<file path="src/rtl/div_pkg.sv">
// -----------------------------------------------------------------------------
// div_pkg
// Shared definitions for the sequential restoring divider.
//   DIV_W       : default operand / quotient / remainder width.
//   div_state_t : controller states (IDLE, BUSY, DONE).
// -----------------------------------------------------------------------------
package div_pkg;

    localparam int DIV_W = 4;

    typedef enum logic [1:0] {
        IDLE = 2'd0,
        BUSY = 2'd1,
        DONE = 2'd2
    } div_state_t;

endpackage : div_pkg

</file>
<file path="src/rtl/div_sub_step.sv">
// -----------------------------------------------------------------------------
// div_sub_step
// (W+1)-bit ripple subtractor used for one restoring-division step.
// Computes diff = a - b as a + ~b + 1 through a chain of one-bit full adders.
// carry_out is 1 when no borrow occurred, i.e. a >= b.
// Ports:
//   a         in  W+1  minuend (shifted partial remainder)
//   b         in  W+1  subtrahend (zero-extended divisor)
//   diff      out W+1  a - b, modulo 2^(W+1)
//   carry_out out 1    1 = no borrow, the subtraction is kept
// -----------------------------------------------------------------------------
module div_sub_step
    import div_pkg::*;
#(
    parameter int W = DIV_W
) (
    input  logic [W:0] a,
    input  logic [W:0] b,
    output logic [W:0] diff,
    output logic       carry_out
);

    logic [W:0]   b_inv;
    logic [W+1:0] carry;

    // Subtraction as addition of the one's complement with carry-in 1.
    assign b_inv    = ~b;
    assign carry[0] = 1'b1;

    // One full adder per bit; the carry ripples from LSB to MSB.
    genvar i;
    generate
        for (i = 0; i <= W; i++) begin : g_fa
            assign diff[i]      = a[i] ^ b_inv[i] ^ carry[i];
            assign carry[i + 1] = (a[i] & b_inv[i]) | (carry[i] & (a[i] ^ b_inv[i]));
        end
    endgenerate

    assign carry_out = carry[W + 1];

endmodule : div_sub_step

</file>
<file path="src/rtl/four_bit_seq_divider.sv">
// -----------------------------------------------------------------------------
// four_bit_seq_divider
// Multi-cycle unsigned restoring divider: one shift-and-subtract step per
// clock. A divide of nonzero divisor takes W BUSY cycles plus one DONE cycle;
// a zero divisor goes straight to DONE with a saturated quotient.
// Ports:
//   clk         in  1  rising-edge clock
//   rst         in  1  asynchronous active-high reset
//   start       in  1  divide request, only looked at in IDLE
//   dividend    in  W  unsigned dividend, captured with start
//   divisor     in  W  unsigned divisor, captured with start
//   busy        out 1  high while the controller is not IDLE
//   done        out 1  single-cycle pulse, results valid in this cycle
//   quotient    out W  result quotient, held until overwritten by the next result
//   remainder   out W  result remainder, held like quotient
//   div_by_zero out 1  set with done for a zero divisor, cleared at next accept
// -----------------------------------------------------------------------------
module four_bit_seq_divider
    import div_pkg::*;
#(
    parameter int W = DIV_W
) (
    input  logic         clk,
    input  logic         rst,
    input  logic         start,
    input  logic [W-1:0] dividend,
    input  logic [W-1:0] divisor,
    output logic         busy,
    output logic         done,
    output logic [W-1:0] quotient,
    output logic [W-1:0] remainder,
    output logic         div_by_zero
);

    localparam int CW = $clog2(W + 1);

    div_state_t    state;
    logic [W:0]    p_reg;
    logic [W-1:0]  q_reg;
    logic [W-1:0]  d_reg;
    logic [CW-1:0] step_cnt;

    logic [W:0]    t_val;
    logic [W:0]    sub_diff;
    logic          sub_carry;
    logic [W:0]    next_p;
    logic [W-1:0]  next_q;

    // Shift the next dividend bit into the partial remainder before subtracting.
    assign t_val = {p_reg[W-1:0], q_reg[W-1]};

    div_sub_step #(
        .W (W)
    ) u_sub (
        .a         (t_val),
        .b         ({1'b0, d_reg}),
        .diff      (sub_diff),
        .carry_out (sub_carry)
    );

    // Restore on borrow: keep the shifted value, shift a 0 into the quotient.
    assign next_p = sub_carry ? sub_diff : t_val;
    assign next_q = {q_reg[W-2:0], sub_carry};

    // Controller, datapath registers and registered outputs. Results are only
    // written on the transition into DONE, so a reset mid-divide never exposes
    // a partial quotient.
    always_ff @(posedge clk or posedge rst) begin
        if (rst) begin
            state       <= IDLE;
            p_reg       <= '0;
            q_reg       <= '0;
            d_reg       <= '0;
            step_cnt    <= '0;
            busy        <= 1'b0;
            done        <= 1'b0;
            quotient    <= '0;
            remainder   <= '0;
            div_by_zero <= 1'b0;
        end else begin
            case (state)
                IDLE: begin
                    if (start) begin
                        p_reg       <= '0;
                        q_reg       <= dividend;
                        d_reg       <= divisor;
                        step_cnt    <= '0;
                        busy        <= 1'b1;
                        div_by_zero <= 1'b0;
                        if (divisor == '0) begin
                            quotient    <= '1;
                            remainder   <= dividend;
                            div_by_zero <= 1'b1;
                            done        <= 1'b1;
                            state       <= DONE;
                        end else begin
                            state <= BUSY;
                        end
                    end
                end

                BUSY: begin
                    p_reg    <= next_p;
                    q_reg    <= next_q;
                    step_cnt <= step_cnt + CW'(1);
                    // The final step lands its result directly in the outputs.
                    if (step_cnt == CW'(W - 1)) begin
                        quotient  <= next_q;
                        remainder <= next_p[W-1:0];
                        done      <= 1'b1;
                        state     <= DONE;
                    end
                end

                DONE: begin
                    done  <= 1'b0;
                    busy  <= 1'b0;
                    state <= IDLE;
                end

                default: begin
                    state <= IDLE;
                    busy  <= 1'b0;
                    done  <= 1'b0;
                end
            endcase
        end
    end

endmodule : four_bit_seq_divider
</file>
<file path="config.mk">
export PLATFORM = sky130hd
export DESIGN_NAME = four_bit_seq_divider
export DESIGN_NICKNAME = d
export VERILOG_FILES = /design/src/rtl/div_pkg.sv /design/src/rtl/div_sub_step.sv /design/src/rtl/four_bit_seq_divider.sv
export SDC_FILE = /design/constraint.sdc
export NUM_CORES = 1
export LEC_CHECK = 0
export CAP_MARGIN = 20
export CORE_ASPECT_RATIO = 1.25
export CORE_MARGIN = 2
export CORE_UTILIZATION = 56
export DETAILED_ROUTE_END_ITERATION = 10
export GPL_TIMING_DRIVEN = 0
export PLACE_DENSITY = 0.79
export SLEW_MARGIN = 20
export SYNTH_ARGS = -nofsm -noshare
export SYNTH_HDL_FRONTEND = slang
export SYNTH_HIERARCHICAL = 1
export SYNTH_SLANG_ARGS = --single-unit
</file>
<file path="constraint.sdc">
create_clock -name clk -period 7.3 [get_ports clk]
set_input_delay 0.73 -clock clk [delete_from_list [all_inputs] [get_ports clk]]
set_output_delay 0.73 -clock clk [all_outputs]
set_load 0.03 [all_outputs]
</file>
### Yosys cells after proc, flatten, opt, wreduce, memory -nomap -nowiden

Index checks and enable logic that the tools add are counted.

| storage, ports and cells | value |
|---|---|
| register bits after elaboration | 28 |
| word-level logic and storage cells | 76 |

| operators by class | value |
|---|---|
| add/sub/neg operators | 1 |
| equality and inequality tests | 5 |
| muxes and demuxes | 26 |
| bitwise logic cells | 25 |
| reduce and logical (&&, ||, !) cells | 9 |

Operators with widths:

| operator | count |
|---|---|
| two-way mux 4 bit | 9 |
| one-hot mux 4 bit (2 select lines) | 4 |
| bitwise AND 1 bit | 9 |
| AND reduction 2 bit | 4 |
| XOR 1 bit | 8 |
| two-way mux 2 bit | 3 |
| inequality test 2 bit, second input constant | 3 |
| one-hot mux 3 bit (2 select lines) | 1 |
| two-way mux 1 bit | 5 |
| inverter 4 -> 5 bit | 1 |
| bitwise OR 1 bit | 5 |
| logical NOT 4 bit | 1 |
| one-hot mux 1 bit (2 select lines) | 2 |
| one-hot mux 2 bit (2 select lines) | 1 |
| AND reduction 4 bit | 1 |
| adder 3 x 1 -> 3 bit, second input constant | 1 |
| == test 3 x 2 -> 1 bit, second input constant | 1 |
| two-way mux 3 bit | 1 |
| AND reduction 3 bit | 1 |
| == test 2 x 1 -> 1 bit, second input constant | 1 |
| logical NOT 2 bit | 1 |
| inverter 1 bit | 2 |
| nonzero test 2 bit | 1 |

### Logic depth before layout (Yosys ltp)

Gate-level depths: netlist of run 1.

| logic depth | value |
|---|---|
| depth in word-level cells | 14 |
| gate-level depth with buffers | 13 |
| gate-level depth less buffers | 12 |

### By module

Netlist of run 1, hierarchy kept.

Modules (own cells, without submodules):

| module | times used | cells each | area each (µm²) |
|---|---|---|---|
| four_bit_seq_divider | 1 | 107 | 1290.0 |
| div_sub_step | 1 | 16 | 133.9 |

### Least setup slack after synthesis of run 1

Ideal clock, no wire load.

| timing | value |
|---|---|
| path kind | register -> register |
| start | register q_reg[3] |
| end | register remainder[2] |
| library setup time | 0.126 ns |
| arrival time | 2.542 ns |
| required time | 7.174 ns |
| path slack | 4.632 ns |
| cell stages (with the launch flop) | 14 |
| buffers on the path | 1 |
| cell sequence | dfrtp_1 -> inv_1 -> ha_1 -> inv_1 -> fa_1 -> inv_1 -> fa_1 -> fa_1 -> inv_1 -> fa_1 -> clkbuf_1 -> mux2_2 -> mux2i_1 -> mux2i_1 |

| between the ends | value |
|---|---|
| longest elaborated chain between the ends | 13 |
| elaborated cells between the ends (all ways) | 15 |
| those cells by class | mux (3); bitwise (12) |

Ends and longest elaborated chain:

| element | RTL line | text |
|---|---|---|
| from (decl) | four_bit_seq_divider.sv:39 | `logic [W-1:0] q_reg;` |
| from (signal assigned) | four_bit_seq_divider.sv:85 | `q_reg <= dividend;` |
| from (signal assigned) | four_bit_seq_divider.sv:104 | `q_reg <= next_q;` |
| bitwise AND 1 bit / XOR 1 bit (equally long branches) | div_sub_step.sv:35 | `assign carry[i + 1] = (a[i] & b_inv[i]) \| (carry[i] & (a[i] ^ b_inv[i]));` |
| bitwise OR 1 bit * | div_sub_step.sv:35 |  |
| bitwise AND 1 bit * | div_sub_step.sv:35 |  |
| bitwise OR 1 bit * | div_sub_step.sv:35 |  |
| bitwise AND 1 bit * | div_sub_step.sv:35 |  |
| bitwise OR 1 bit * | div_sub_step.sv:35 |  |
| bitwise AND 1 bit * | div_sub_step.sv:35 |  |
| bitwise OR 1 bit * | div_sub_step.sv:35 |  |
| bitwise AND 1 bit * | div_sub_step.sv:35 |  |
| bitwise OR 1 bit * | div_sub_step.sv:35 |  |
| via sub_carry | four_bit_seq_divider.sv:45 | `logic sub_carry;` |
| two-way mux 4 bit * | four_bit_seq_divider.sv:62 | `assign next_p = sub_carry ? sub_diff : t_val;` |
| two-way mux 4 bit * | four_bit_seq_divider.sv:107 | `if (step_cnt == CW'(W - 1)) begin` |
| one-hot mux 4 bit (2 select lines) * | four_bit_seq_divider.sv:81 | `case (state)` |
| to (signal assigned) | four_bit_seq_divider.sv:92 | `remainder <= dividend;` |
| to (signal assigned) | four_bit_seq_divider.sv:109 | `remainder <= next_p[W-1:0];` |
| to (decl) | four_bit_seq_divider.sv:31 | `output logic [W-1:0] remainder,` |

Mark *: on every way through the listed nets, which the timed path passes. The rest lies on a longest branch. The select of a mux whose other input is x is not followed.
A chain may end at the register's enable or synchronous reset.

### Worst setup path in the final report of run 1

| timing | value |
|---|---|
| start | register q_reg[3] |
| end | register remainder[1] |

Same word-level chain as after synthesis.

==> metrics.txt, run 1 <==
status finished clean; hold_buf cts 0; Post-CTS Resized 0; WL per Instance 14.0 um; initial antenna violation count 0; chip width just under 50 um; synth unique cells 28; Slew Limit Headroom 0.618; Tmin final a little over 3 ns; Required @ worst endpoint between 7 and 8 ns; Final Setup Violations 0; Final #Nets roughly 170; gr ovfl total 0; initial drt markers 10; Slew Limit Fails 0; fill count just under 200; Clk pin slew, worst setup/hold paths approximately 0.14 ns; Worst-Margin Slew roughly 0.57 ns; GRT Total Usage 0.204; Max Clock Freq approximately 330 MHz; antenna fix cells 0; Post-Syn Area between 1000 and 1500 um2; Worst setup EP type flip-flop; layout cells sized above 1 0.155; I/O Buffers 21; Peak VDD IR between 0.2 and 0.3 mV; DR pass1 iterations 4; final WL between 2000 and 3000 um; global-route wire length before repair approximately 4400 um; die area a little under 3000 um2; core area ~2400 um2; Max Clock Skew slightly above 0.003 ns; post-synthesis sequential area ratio 0.492; Syn Inst Count 123; Syn Nets around 140; # IOs 22; drt via density 5.15; Avg Cell Area, Syn 11.6 um2; Area growth syn-to-layout 20.2%; number of global-route vias before repair around 950; CTS Buffer Depth 2; CTS H-Tree Depth 1; maxcap violations 0; TritonCTS buffer count 3; kind of critical path reg2reg; CP startpoint kind flip-flop; Hold Crit Class reg2reg; Yosys reg bits 28; via count between 900 and 1k; largest net degree at the start of global routing 29; die height approximately 60 um; RSZ-0062 raised after global routing no; clk root buf clkbuf_4; RD Place Congestion a little over 0.8; num rows 20; final worst-path cycle share 0.418; LEAKAGE 0.791 nW; setup TNS 0 ns; Final HPWL DP between 1500 and 2000 um; Initial Utilization 0.587; # DRC 0; later-pin clock latency in the skew report approximately 0.33 ns; Final Hold Viols 0; Clock Sinks 28; setup bufs post-CTS 0; TritonCTS clock tree built; Antenna Violating Nets Remaining 0; final core occ 0.705; CP arrival 3.28 ns; CP max FO 6; smallest hold slack 0.496 ns; yosys warns 6; PwrDens ~440 nW/um2
[cell usage in the layout (no fill, tap or decap), types with 2 or more instances in the layout]
cell and instances:
buf_6 2, mux2i_1 12, a21oi_1 2, nand2_1 14, o21ai_0 10, o22a_2 3
clkbuf_4 3, mux2_2 5, fa_1 4, clkbuf_1 2, mux2_4 4, clkdlybuf4s50_1 21
buf_2 2, inv_1 17, dfrtp_1 28, ha_1 3
[worst paths after layout]
check / start / to / slack, ns / depth (start not counted)
worst max-delay path: q_reg[3] / remainder[1] / 4.25 / 13
worst min-delay path: busy / busy / 0.50 / 1
worst max register to register: q_reg[3] / remainder[1] / 4.25 / 13
worst min register to register: busy / busy / 0.50 / 1
max in group asynchronous: rst / busy / 6.16 / 2
min in group asynchronous: rst / remainder[1] / 0.77 / 2
[where the power goes]
part	switching (mW)	internal, mW
Combinational	0.219	0.199
Sequential	0.0452	0.223
Clock	0.0444	0.0305
[Yosys cell counts, drive strengths merged]
master / n / area share
nor4: 1 / 0.0088
o21ai: 10 / 0.035
o22ai: 1 / 0.0044
a22o: 1 / 0.0062
fa: 4 / 0.056
clkbuf: 2 / 0.0053
o22a: 4 / 0.027
nand3b: 1 / 0.0053
inv: 18 / 0.047
o211a: 1 / 0.0070
nor3b: 1 / 0.013
a21oi: 2 / 0.0070
ha: 3 / 0.026
buf: 4 / 0.023
dfrtp: 28 / 0.49
nand3: 1 / 0.0035
conb: 1 / 0.0026
mux2: 9 / 0.082
mux2i: 12 / 0.084
nand2: 14 / 0.037
nor2b: 1 / 0.0044
o21bai: 1 / 0.0053
or2b: 1 / 0.0053
or3b: 1 / 0.0062
a21o: 1 / 0.0053
[routing by layer]
metal,part of all wire,track usage,wire [um]
met3,0.032,0.0296,81
met5,0,0,0
met4,0.021,0.110,53
met1,0.44,0.269,1100
met2,0.51,0.334,1300
[cell families (layout without fill, tap and decap cells)]
group / after synthesis / in the layout / synth area share
DFF: 28 / 28 / 0.492
buffers and inverters: 24 / 49 / 0.0756
AOI/OAI and AO/OA: 21 / 21 / 0.0976
muxes: 21 / 21 / 0.166
and+or+nand+nor: 21 / 21 / 0.0835
adders and majority gates: 7 / 7 / 0.0826
other: 1 / 1 / 0.00263
[final cells by class]
type	instances	area, um2	share of cell area
tap	33	41.3	0.0241
clock buffer	4	36.3	0.0212
sequential	28	701	0.409
buffer	6	40.0	0.0234
multi-input combinational	71	616	0.360
timing repair buffer	21	210	0.123
inverter	18	67.6	0.0395
[stage by stage]
| stage | area [um2] | setup slack (ns) | power [mW] | instances |
|---|---|---|---|---|
| finish | 1710 | 4.25 | 0.761 | 181 |
| global placement | 1680 | 4.34 | 0.676 | 177 |
| detailed placement | 1680 | 4.29 | 0.693 | 177 |
| CTS | 1710 | 4.25 | 0.769 | 181 |
| global route | 1710 | 4.06 | 0.827 | 181 |
| floorplan | 1420 | 4.63 | 0.568 | 123 |
[worst max-delay path, stage by stage, from the launching register on]
cell      delay, ns
dfrtp_1        0.41
inv_1          0.06
ha_1           0.18
inv_1          0.07
fa_1           0.16
inv_1          0.06
fa_1           0.38
fa_1           0.37
inv_1          0.08
fa_1           0.15
clkbuf_1       0.31
mux2i_1        0.33
mux2i_1        0.13
mux2_4         0.27
Note: power is estimated with default switching activity, not from simulation.
==> run 2, diff against run 1 <==
CORE_UTILIZATION = 47   (was 56)
PLACE_DENSITY = 0.7   (was 0.79)
clock period = 2.8 ns   (was 7.3 ns; I/O delays follow)
==> metrics.txt, run 2 (synthesis gave the netlist of run 1 again) <==
final WL 2740 um (+8.3%); FF-to-FF Start q_reg[3]; largest net degree at the start of global routing 29 (unchanged); Tmin final 2.68 ns (-0.369 ns); # DRC 0 (unchanged); number of global-route vias before repair 1081 (+13%); GRT Total Usage 0.185 (-0.0188); Slew Limit Fails 0 (unchanged); final worst-path cycle share 0.957 (+0.540); drt via density 5.27 (+2.4%); final core occ 0.604 (-0.101); status finished clean; Peak VDD IR 0.573 mV (+110%); Antenna Violating Nets Remaining 0 (unchanged); later-pin clock latency in the skew report 0.33 ns (about the same); worst flop-to-flop path endpoint remainder[3]; overall power 2.13 mW (+180%); Hold Crit Class in2async; TritonCTS buffer count 3 (unchanged); LEAKAGE 0.809 nW (+2.4%); placed cell areas 1680 um2 (+0.22%); chip width 53.2 um (+8.4%); clk root buf clkbuf_4; CTS H-Tree Depth 1 (unchanged); CP max FO 5 (-1); CP arrival 2.92 ns (-0.36 ns); CTS Buffer Depth 2 (unchanged); Clock Sinks 28 (unchanged); PwrDens 1210 nW/um2 (+170%); via count 981 (+5.3%); maxcap violations 0 (unchanged); R2R depth 12 (-1); Worst setup EP type flip-flop; DR pass1 iterations 4 (unchanged); kind of critical path reg2reg; Slew Limit Headroom 0.614 (-0.00380); commonest cells after routing, fill and taps aside 28 x dfrtp_1, 21 x clkdlybuf4s50_1, 17 x inv_1, 14 x nand2_1, 11 x mux2i_1; hold_buf cts 0 (unchanged); Final HPWL DP 2060 um (+4.9%); num rows 22 (+10%); global-route wire length before repair 4750 um (+7.0%); antenna fix cells 0 (unchanged); RD Place Congestion 0.795 (-4.1%); die area 3490 um2 (+18%); Max Clock Skew 0.00430 ns (+0.00120 ns); Initial Utilization 0.488 (-0.0986); core area 2920 um2 (+20%); TritonCTS clock tree built; I/O Buffers 21 (unchanged); Required @ worst endpoint 3.04 ns (-4.49 ns); gr ovfl total 0 (unchanged); fill count 256 (+31%); design area 1760 um2 (+2.9%); r2r setup slk 0.12 ns (-4.13 ns); Final #Nets 169 (+1.2%); Final Setup Violations 0 (unchanged); initial drt markers 14 (+4); Area growth syn-to-layout 23.7%; Worst-Margin Slew 0.578 ns (+0.00569 ns); Final Hold Viols 0 (unchanged); initial antenna violation count 0 (unchanged); leading cell type in the layout, fill and taps excluded dfrtp_1; RSZ-0062 raised after global routing no; Clk pin slew, worst setup/hold paths 0.15 ns (about the same); WL per Instance 14.7 um (+5.4%); CP startpoint kind flip-flop; # IOs 22 (unchanged); layout cells sized above 1 0.200 (+0.0446); die height 65.5 um (+8.6%); Max Clock Freq 373 MHz (+14%)
run 2: cell count changes in the layout (fill, tap and decap cells not counted):
| cell | change |
|---|---|
| clkbuf_1 | -1 |
| buf_4 | +3 |
| bufinv_16 | +1 |
| mux2i_2 | +1 |
| fa_1 | -3 |
| mux2i_1 | -1 |
| clkbuf_8 | -1 |
| fa_2 | +3 |
run 2: area by class of cell:
type / count / area (um2) / share of cell area
clock buffer: 3 / 22.5 / 0.0128
sequential: 28 / 701 / 0.398
tap: 36 / 45.0 / 0.0256
timing repair buffer: 24 / 233 / 0.132
inverter: 18 / 67.6 / 0.0384
multi-input combinational: 71 / 627 / 0.356
clock inverter: 1 / 30.0 / 0.0170
buffer: 5 / 36.3 / 0.0206
run 2: power breakdown:
group          internal (mW)  switching (mW)
registers              0.582           0.117
clock network          0.145           0.122
logic                  0.565           0.603
run 2: how the worst max path moves through the flow:
| stage | endpoint | startpoint |
|---|---|---|
| floorplan | remainder[2] | q_reg[3] |
| global placement | remainder[1] | q_reg[3] |
| detailed placement | remainder[1] | q_reg[3] |
| CTS | remainder[2] | q_reg[3] |
| global route | remainder[1] | q_reg[3] |
| finish | remainder[3] | q_reg[3] |
run 2: critical path: stages, from the launching register on:
cell	delay, ns
dfrtp_1	0.37
inv_1	0.04
ha_1	0.18
inv_1	0.06
fa_1	0.16
inv_1	0.05
fa_2	0.33
fa_2	0.34
inv_1	0.08
fa_2	0.29
mux2i_1	0.29
mux2i_1	0.13
mux2_4	0.27
run 2: stage by stage:
step / hold slack [ns] / TNS [ns] / setup slack [ns] / cells
3_5_place_dp: 0.471 / -0.719 / -0.192 / 180
3_3_place_gp: 0.461 / -0.431 / -0.148 / 180
5_1_grt: 0.360 / 0 / 0.0208 / 186
6_report: 0.302 / 0 / 0.120 / 186
4_1_cts: 0.505 / 0 / 0.0151 / 185
2_1_floorplan: 0.345 / 0 / 0.132 / 123
run 2: repair_timing:
item                                    in CTS  in global routing
setup buffers                                2                  1
gates resized for setup                      2                  2
cloned                                       0                  0
pin swaps                                    1                  1
endpoints found under the setup margin       5                  4
run 2: layer usage:
metal / vias to the layer above / GRT usage / routed length (um)
met5: - / 0 / 0
met4: 0 / 0.0737 / 46
met3: 5 / 0.0182 / 59
met2: 15 / 0.321 / 1490
met1: 499 / 0.231 / 1140
li1: 462 / - / -
==> run 3, diff against run 2 <==
--- a/config.mk
+++ b/config.mk
@@ -10,6 +10,7 @@
 export CORE_MARGIN = 2
-export CORE_UTILIZATION = 47
+export CORE_UTILIZATION = 55
 export DETAILED_ROUTE_END_ITERATION = 10
+export DONT_BUFFER_PORTS = 1
 export GPL_TIMING_DRIVEN = 0
-export PLACE_DENSITY = 0.7
+export PLACE_DENSITY = 0.69
 export SLEW_MARGIN = 20
--- a/constraint.sdc
+++ b/constraint.sdc
@@ -3,2 +3,2 @@
 set_output_delay 0.28 -clock clk [all_outputs]
-set_load 0.03 [all_outputs]
+set_load 0.05 [all_outputs]
==> metrics.txt, run 3 (synthesis gave the netlist of run 1 again) <==
status finished clean; final worst-path cycle share 0.956 (-0.00165); number of global-route vias before repair 927 (-14%); switching power 0.928 mW (+10%); R2R depth 12 (unchanged); Initial Utilization 0.581 (+0.0926); Max Clock Skew 0.00587 ns (+0.00156 ns); antenna fix cells 0 (unchanged); Max Clock Freq 374 MHz (+0.17%); CP cell instances inv_1, ha_2, inv_1, fa_2, inv_2, fa_2, fa_2, inv_2, fa_2, mux2i_2, mux2i_1, mux2_4; Required @ worst endpoint 3.03 ns (about the same); Final Setup Violations 0 (unchanged); Tmin final 2.68 ns (-0.00463 ns); Max stage delay on crit path 0.38 ns (about the same); TritonCTS clock tree built; Clk pin slew, worst setup/hold paths 0.14 ns (about the same); CP max stage cell dfrtp_1; most used cell, CP fa_2; smallest hold slack 0.0892 ns (-0.213 ns); initial drt markers 8 (-6); worst flop-to-flop path endpoint remainder[0]; Clk pwr share 0.082 (-0.043); commonest cells after routing, fill and taps aside 28 x dfrtp_1, 15 x inv_1, 14 x nand2_1, 10 x mux2i_1, 10 x o21ai_0; Worst-Margin Slew 0.576 ns (-0.00166 ns); initial antenna violation count 0 (unchanged); placed cell areas 1470 um2 (-13%); Final #Nets 149 (-12%); WHS Path Cells 1; Crit path buffers/inverters 4 (unchanged); CP arrival 2.90 ns (-0.02 ns); largest net degree at the start of global routing 29 (unchanged); Final HPWL DP 1900 um (-7.9%); die height 60.9 um (-7.1%); core area 2450 um2 (-16%); Area growth syn-to-layout 8.17%; maxcap violations 0 (unchanged); GRT Total Usage 0.195 (+0.00961); num rows 20 (-9.1%); Hold Crit Class in2reg; PwrDens 1310 nW/um2 (+8.3%); # IOs 22 (unchanged); WL per Instance 16.2 um (+9.5%); Slew Limit Headroom 0.615 (+0.00111); Antenna Violating Nets Remaining 0 (unchanged); gr ovfl total 0 (unchanged); CTS Buffer Depth 2 (unchanged); via count 899 (-8.4%); Endpoint, Worst Hold d_reg[1]; CP startpoint kind flip-flop; later-pin clock latency in the skew report 0.33 ns (about the same); die area 3010 um2 (-14%); CP max FO 5 (unchanged); Peak VDD IR 0.706 mV (+23%); RSZ-0062 raised after global routing no; FF-to-FF Start q_reg[3]; final WL 2620 um (-4.6%); Worst setup EP type flip-flop; Slew Limit Fails 0 (unchanged); DR pass1 iterations 4 (unchanged); chip width 49.5 um (-7.0%); LEAKAGE 0.715 nW (-12%); global-route wire length before repair 4280 um (-10%); drt via density 5.55 (+5.2%); I/O Buffers 0 (-100%); leading cell type in the layout, fill and taps excluded dfrtp_1; Sequential Power Share 0.473 (+0.145); delay-heaviest family, CP adder cells; layout cells sized above 1 0.264 (+0.0636); design area 1540 um2 (-13%); CTS H-Tree Depth 1 (unchanged); kind of critical path reg2reg; # DRC 0 (unchanged); RD Place Congestion 0.761 (-4.3%); Clock Sinks 28 (unchanged); Final Hold Viols 0 (unchanged); r2r setup slk 0.12 ns (about the same); combinational group share of total power 0.446 (-0.101); Hold Crit Start divisor[1]; Internal 1.09 mW (-15%); sw frac 0.459 (+0.0647); TritonCTS buffer count 3 (unchanged); clk root buf clkbuf_4
## run 3: worst max-delay path by stage
stage | start | to | slack [ns] | depth (start not counted)
finish | q_reg[3] | remainder[0] | 0.12 | 12
global route | q_reg[3] | remainder[1] | 0.01 | 12
CTS | q_reg[3] | remainder[2] | 0.01 | 12
detailed placement | q_reg[3] | remainder[1] | -0.22 | 13
global placement | q_reg[3] | remainder[1] | -0.13 | 13
floorplan | q_reg[3] | remainder[2] | 0.13 | 13
## run 3: per-stage QoR
step	TNS [ns]	util	std cells	power [mW]	worst slack, ns
2_1_floorplan	0	-	123	1.58	0.132
3_3_place_gp	-0.449	0.597	156	1.73	-0.129
3_5_place_dp	-0.890	0.597	156	1.78	-0.216
4_1_cts	0	0.615	160	1.99	0.0112
5_1_grt	0	0.628	162	2.16	0.0118
6_report	0	0.628	162	2.02	0.125
## run 3: cell type report
cell class | count | area (um2)
Buffer | 5 | 36.3
Sequential cell | 28 | 701
Tap cell | 33 | 41.3
Clock buffer | 3 | 22.5
Timing Repair Buffer | 4 | 32.5
Inverter | 18 | 67.6
Multi-Input combinational cell | 71 | 639
Fill cell | 226 | 912
## run 3: worst reg2reg max path, stage by stage (launching register included)
cell and delay, ns:
dfrtp_1 0.38, inv_1 0.05, ha_2 0.17, inv_1 0.06
fa_2 0.19, inv_2 0.04, fa_2 0.35, fa_2 0.34
inv_2 0.06, fa_2 0.30, mux2i_2 0.27, mux2i_1 0.11
mux2_4 0.26
## run 3: layer usage
layer / up-vias / track usage / wire length [um]
met4: 0 / 0.0833 / 41
met3: 5 / 0.0493 / 135
met1: 455 / 0.251 / 1160
met5: - / 0 / 0
li1: 419 / - / -
met2: 20 / 0.319 / 1280
## run 3: power by group through the flow
stage          Clock (mW)  Sequential [mW]  Combinational [mW]
6_report            0.165            0.954               0.900
3_5_place_dp            0            0.965               0.812
5_1_grt             0.189            0.979               0.996
2_1_floorplan           0            0.925               0.659
3_3_place_gp            0            0.953               0.776
4_1_cts             0.170            0.955               0.867
## run 3: timing repair
action                                  4_1_cts  5_1_grt
hold buffers                                  0        1
hold endpoints to repair                      0       28
resized for setup                             3        7
buffers inserted                              2        1
endpoints found under the setup margin        5        5
pin swaps                                     1        1
